--- src/rtl/serial_adder.sv ---
// rtl/serial_adder.sv - bit-serial WIDTH-bit adder, one full-adder cell, LSB first
module serial_adder #(
  parameter int WIDTH = 8
) (
  input  logic             clk,
  input  logic             rst,
  input  logic             start,
  input  logic [WIDTH-1:0] a,
  input  logic [WIDTH-1:0] b,
  input  logic             cin,
  output logic             busy,
  output logic             done,
  output logic [WIDTH-1:0] sum,
  output logic             cout
);

  typedef enum logic {IDLE, RUN} state_t;

  // One extra counter bit keeps the compare against WIDTH-1 wrap-free for any WIDTH.
  localparam int             CW   = $clog2(WIDTH) + 1;
  localparam logic [CW-1:0]  LAST = CW'(WIDTH - 1);

  state_t           state_q, state_d;
  logic [WIDTH-1:0] a_sh_q, a_sh_d;
  logic [WIDTH-1:0] b_sh_q, b_sh_d;
  logic [WIDTH-1:0] res_q, res_d;
  logic             carry_q, carry_d;
  logic [CW-1:0]    cnt_q, cnt_d;
  logic [WIDTH-1:0] sum_q, sum_d;
  logic             cout_q, cout_d;
  logic             done_q, done_d;

  logic             bit_s;
  logic             bit_c;
  logic [WIDTH:0]   res_cat;

  // Full-adder cell on the current LSBs; the new sum bit enters the result MSB.
  always_comb begin
    bit_s   = a_sh_q[0] ^ b_sh_q[0] ^ carry_q;
    bit_c   = (a_sh_q[0] & b_sh_q[0]) | (carry_q & (a_sh_q[0] ^ b_sh_q[0]));
    res_cat = {bit_s, res_q};
  end

  // Next-state and datapath control; outputs only move at completion.
  always_comb begin
    state_d = state_q;
    a_sh_d  = a_sh_q;
    b_sh_d  = b_sh_q;
    res_d   = res_q;
    carry_d = carry_q;
    cnt_d   = cnt_q;
    sum_d   = sum_q;
    cout_d  = cout_q;
    done_d  = 1'b0;
    case (state_q)
      IDLE: begin
        if (start) begin
          a_sh_d  = a;
          b_sh_d  = b;
          carry_d = cin;
          res_d   = '0;
          cnt_d   = '0;
          state_d = RUN;
        end
      end
      RUN: begin
        a_sh_d  = a_sh_q >> 1;
        b_sh_d  = b_sh_q >> 1;
        res_d   = res_cat[WIDTH:1];
        carry_d = bit_c;
        cnt_d   = cnt_q + CW'(1);
        if (cnt_q == LAST) begin
          sum_d   = res_cat[WIDTH:1];
          cout_d  = bit_c;
          done_d  = 1'b1;
          state_d = IDLE;
        end
      end
      default: state_d = IDLE;
    endcase
  end

  // State register; reset wins over everything, including a running add.
  always_ff @(posedge clk) begin
    if (rst) begin
      state_q <= IDLE;
      a_sh_q  <= '0;
      b_sh_q  <= '0;
      res_q   <= '0;
      carry_q <= 1'b0;
      cnt_q   <= '0;
      sum_q   <= '0;
      cout_q  <= 1'b0;
      done_q  <= 1'b0;
    end else begin
      state_q <= state_d;
      a_sh_q  <= a_sh_d;
      b_sh_q  <= b_sh_d;
      res_q   <= res_d;
      carry_q <= carry_d;
      cnt_q   <= cnt_d;
      sum_q   <= sum_d;
      cout_q  <= cout_d;
      done_q  <= done_d;
    end
  end

  assign busy = (state_q == RUN);
  assign done = done_q;
  assign sum  = sum_q;
  assign cout = cout_q;

endmodule

--- config.mk ---
export PLATFORM = sky130hd
export DESIGN_NAME = serial_adder
export DESIGN_NICKNAME = d
export VERILOG_FILES = /design/src/rtl/serial_adder.sv
export SDC_FILE = /design/constraint.sdc
export NUM_CORES = 1
export LEC_CHECK = 0
export ABC_AREA = 0
export BUFFER_PORTS_ARGS = -buffer_cell sky130_fd_sc_hd__buf_2
export CAP_MARGIN = 25
export CORE_MARGIN = 8
export CORE_UTILIZATION = 58
export DETAILED_ROUTE_END_ITERATION = 12
export HOLD_SLACK_MARGIN = 0.05
export PLACE_DENSITY_LB_ADDON = 0.2
export SLEW_MARGIN = 20
export SYNTH_ARGS = -nofsm -noshare
export SYNTH_HDL_FRONTEND = slang
export SYNTH_SLANG_ARGS = --single-unit
--- constraint.sdc ---
create_clock -name clk -period 4.4 [get_ports clk]
set_clock_uncertainty 0.2 [all_clocks]
set_input_delay 0.66 -clock clk [delete_from_list [all_inputs] [get_ports clk]]
set_output_delay 0.66 -clock clk [all_outputs]
set_load 0.005 [all_outputs]
# Word-level counts from Yosys, hierarchy flattened
# Cells that the tools add are included.
[totals]
output_inout_bits = 11
wordCells = 34
reg_bits = 40
[op_classes]
eq_ne = 2
n_reduce_logical = 2
mux = 14
n_bitwise = 6
n_addsub = 1
[op_table]
columns = ["operator", "n"]
rows = [
  ["8-bit case mux with 2 select lines", 3],
  ["8-bit two-way mux", 3],
  ["4-bit case mux with 2 select lines", 1],
  ["4-bit by 1-bit adder with 4-bit output, second input constant", 1],
  ["4-bit by 3-bit == test with 1-bit output, second input constant", 1],
  ["1-bit two-way mux", 4],
  ["4-bit two-way mux", 1],
  ["1-bit case mux with 2 select lines", 2],
  ["1-bit bitwise AND", 2],
  ["2-bit inequality test, second input constant", 1],
  ["2-bit AND reduction", 1],
  ["2-bit OR reduction", 1],
  ["1-bit XOR", 2],
  ["1-bit NOT", 1],
  ["1-bit bitwise OR", 1],
]

# Depth between registers and ports, before layout
[depth]
word_depth = 4
depth_mapped = 6
ltp_nobuf = 4

# Worst setup path before layout
# No wires, ideal clock.
[synth_path]
path_type = "input -> register"
startpoint = "input start"
endpoint = "register a_sh_q[0]"
path_slack_ns = 2.720
setup_ns = 0.117
path_stages = 5
arrival_ns = 1.363
required_time_ns = 4.083
cell_sequence = "buf_6 -> buf_12 -> mux2_4 -> mux2i_1 -> nor2_1"
[synth_between]
elab_chain_len = 1
[synth_lines]
columns = ["item", "line", "text"]
rows = [
  ["start: declaration", "7", "input logic start,"],
  ["2-bit inequality test (no line)", "--", ""],
  ["end signal: assignment", "97", "a_sh_q <= a_sh_d;"],
  ["end: declaration", "24", "logic [WIDTH-1:0] a_sh_q, a_sh_d;"],
]
# No other way between the ends.
# A chain may end at the register's enable or synchronous reset.

# Final worst setup path
[layout_path]
startpoint = "register state_q, in the netlist busy"
endpoint = "output busy"
[layout_rtl]
columns = ["item", "line", "text"]
rows = [
  ["start: declaration", "23", "state_t state_q, state_d;"],
  ["start signal: assignment", "96", "state_q <= state_d;"],
  ["end: declaration", "11", "output logic busy,"],
]
# No word-level cell between the ends.

==> results.sh <==
export IMPL_nNetsFinal=198
export IMPL_placementRows=19
export IMPL_startpoint_type="register"
export IMPL_cp_num_buf_inv=1
export IMPL_path_clk_slew_ns=0.10
export IMPL_cp_arrival_ns=1.54
export IMPL_n_fill_cell=229
export IMPL_worstHoldPathCells=1
export IMPL_via_per_inst=5.471
export IMPL_setup_viol=0
export IMPL_yosysWarningCount=0
export IMPL_hpwl_mm=2.129
export IMPL_drive_above_1_share_pct=32.57
export IMPL_whs_ns=0.2783
export IMPL_syn_area_mm2=0.001682
export IMPL_cts_made_buffers=5
export IMPL_clock_root_buffer="clkbuf_4"
export IMPL_grt_max_degree=42
export IMPL_port_buffers=30
export IMPL_clk_latency_ns=0.33
export IMPL_fin_cells=206
export IMPL_clock_sinks=39
export IMPL_cp_slowest_cell="dfxtp_2"
export IMPL_relSlewSlack_pct=37.54
export IMPL_worst_path_largest_cell_delay_ns=0.96
export IMPL_final_min_clock_period_ns=2.397
export IMPL_die_height_um=69.85
export IMPL_yosysSeqAreaShare_pct=46.43
export IMPL_initial_utilization_pct=60.98
export IMPL_ios=31
export IMPL_clockBufferDepth=2
export IMPL_path_max_fanout=41
export IMPL_grt_usage_pct=12.55
export IMPL_drc=0
export IMPL_worst_pin_slew_ns=0.9369
export IMPL_cp_required_ns=3.54
export IMPL_max_freq_mhz=417.2
export IMPL_drtPass1Iterations=4
export IMPL_cp_num_cells=1
export IMPL_finalPower_mw=0.6003
export IMPL_wl_mm=2.973
export IMPL_cts_resized_gates=0
export IMPL_vias=1127
export IMPL_ant_nets=0
export IMPL_cts_tree="done"
export IMPL_rsz0062_at_grt="false"
export IMPL_path_class="reg2out"
export IMPL_synth_avg_cell_area_um2=11.21
export IMPL_ir_drop_mv=0.2743
export IMPL_syn_num_nets=172
export IMPL_drt_iter0_drc=45
export IMPL_grt_pass1_wl_mm=5.126
export IMPL_core_area_mm2=0.002758
export IMPL_syn_inst=150
export IMPL_final_hold_viol_count=0
export IMPL_wl_per_cell_um=14.43
export IMPL_yosysUniqueCellTypes=27
export IMPL_outcome="finished, final reports clean"
export IMPL_synth_seq_cells=39
export IMPL_cts_hold_buf=0
export IMPL_p_leak_nw=0.7879
export IMPL_gp_congestion=0.7234
export IMPL_finalSetupTns_ns=0
export IMPL_grt_pass1_vias=1189
export IMPL_min_path_type="reg2reg"
export IMPL_timing_final_crit_share_pct=54.48
export IMPL_end_kind="primary output"
export IMPL_overflow=0
export IMPL_synthToLayoutAreaGrowth_pct=7.738
export IMPL_antenna_cells=0
export IMPL_pwr_density_cell_mw_per_mm2=331.3
export IMPL_dp_cells=200
export IMPL_report_final_slew_viol_count=0
export IMPL_die_width_um=69.85
export IMPL_h_tree_depth=2
export IMPL_dieArea_mm2=0.004878
export IMPL_path_delay_family="flip-flops"
export IMPL_r2r_cells=3
export IMPL_postCtsSetupRepairBufs=0
export IMPL_cap_violations=0
export IMPL_crit_path_cell_trace="buf_2"
export IMPL_antenna_found_initial=0
-- synthesized netlist by cell type --
master	n	area share [%]
dfxtp_1	39	46
nor2_2	1	0.37
nor2b_1	2	0.74
nor2_1	24	5.4
nand4b_1	1	0.52
nand2_1	1	0.22
mux2_4	8	7.1
a22o_1	9	4.7
buf_4	2	0.89
nor2_4	1	0.67
buf_1	1	0.22
or3b_1	1	0.52
a31oi_1	1	0.37
mux2i_1	18	11
buf_6	2	1.3
ha_1	1	0.74
nor3_1	2	0.60
a211oi_1	1	0.45
nor3b_2	4	3.0
a21oi_1	10	3.0
buf_12	2	2.4
fa_1	1	1.2
nor3b_1	4	1.8
buf_2	4	1.2
inv_1	1	0.22
nand3_1	2	0.60
mux2_2	7	4.7
-- registers in the layout (all words and copies together), names as in the netlist --
register,cells
cnt_q,4
b_sh_q,8
done,1
sum,8
a_sh_q,8
cout,1
res_q,7
busy,1
carry_q,1
-- routing by layer --
metal,GRT usage (%),wire (um),up-vias
met2,21.02,1415,28
met1,13.38,1303,516
li1,-,-,575
met5,0,0,-
met3,4.864,191,8
met4,6.250,63,0
-- through the flow --
| stage | setup WS [ns] | cell area, um^2 | utilization [%] |
|---|---|---|---|
| 3_5_place_dp | 2.251 | 1770 | 64.20 |
| 3_3_place_gp | 2.302 | 1770 | 64.20 |
| 5_1_grt | 1.913 | 1812 | 65.70 |
| 2_1_floorplan | 2.720 | 1682 | - |
| 4_1_cts | 1.997 | 1812 | 65.70 |
| 6_report | 2.003 | 1812 | 65.70 |
-- report_power, final --
group          internal (mW)  switching [mW]
logic                 0.0359          0.0255
registers              0.365          0.0162
clock network         0.0569           0.101
total                  0.458           0.142
-- cells in the final DEF (no fill, tap or decap) --
cell / count
a22o_1: 9
mux2_2: 7
a21oi_1: 10
fa_1: 1
nand2_1: 1
nor2b_1: 2
mux2_4: 8
clkbuf_4: 5
ha_1: 1
nor2_1: 24
clkbuf_1: 1
inv_1: 1
dfxtp_1: 38
buf_2: 30
mux2i_1: 18
nor3b_1: 4
or3b_1: 1
nand4b_1: 1
nor2_4: 1
nor3_1: 2
nor3b_2: 4
dfxtp_2: 1
nand3_1: 2
nor2_2: 1
a211oi_1: 1
a31oi_1: 1
-- logic make-up (layout without fill, tap and decap cells) --
group / count (synthesis) / count (layout) / share of synthesized area [%]
flip-flops: 39 / 39 / 46.43
buffers and inverters: 12 / 37 / 6.249
adder cells (fa/ha/maj): 2 / 2 / 1.934
AND/OR/NAND/NOR: 43 / 43 / 14.36
AO/OA/AOI/OAI: 21 / 21 / 8.483
multiplexers: 33 / 33 / 22.55
-- worst paths after layout --
check | slack (ns) | startpoint | end
worst max-delay path | 2.00 | busy | busy
worst min-delay path | 0.28 | sum[5] | sum[5]
worst max register to register | 2.30 | busy | sum[4]
worst min register to register | 0.28 | sum[5] | sum[5]
-- layout make-up --
| class | count | area (um^2) | area share, % |
|---|---|---|---|
| clock buffers | 6 | 41.29 | 2.279 |
| inverters | 1 | 3.754 | 0.2072 |
| multi-input cells | 99 | 795.8 | 43.92 |
| flip-flops and latches | 39 | 782.0 | 43.16 |
| well taps | 31 | 38.79 | 2.141 |
| repair buffers | 30 | 150.1 | 8.287 |
Power figures use the tool's default switching activity.
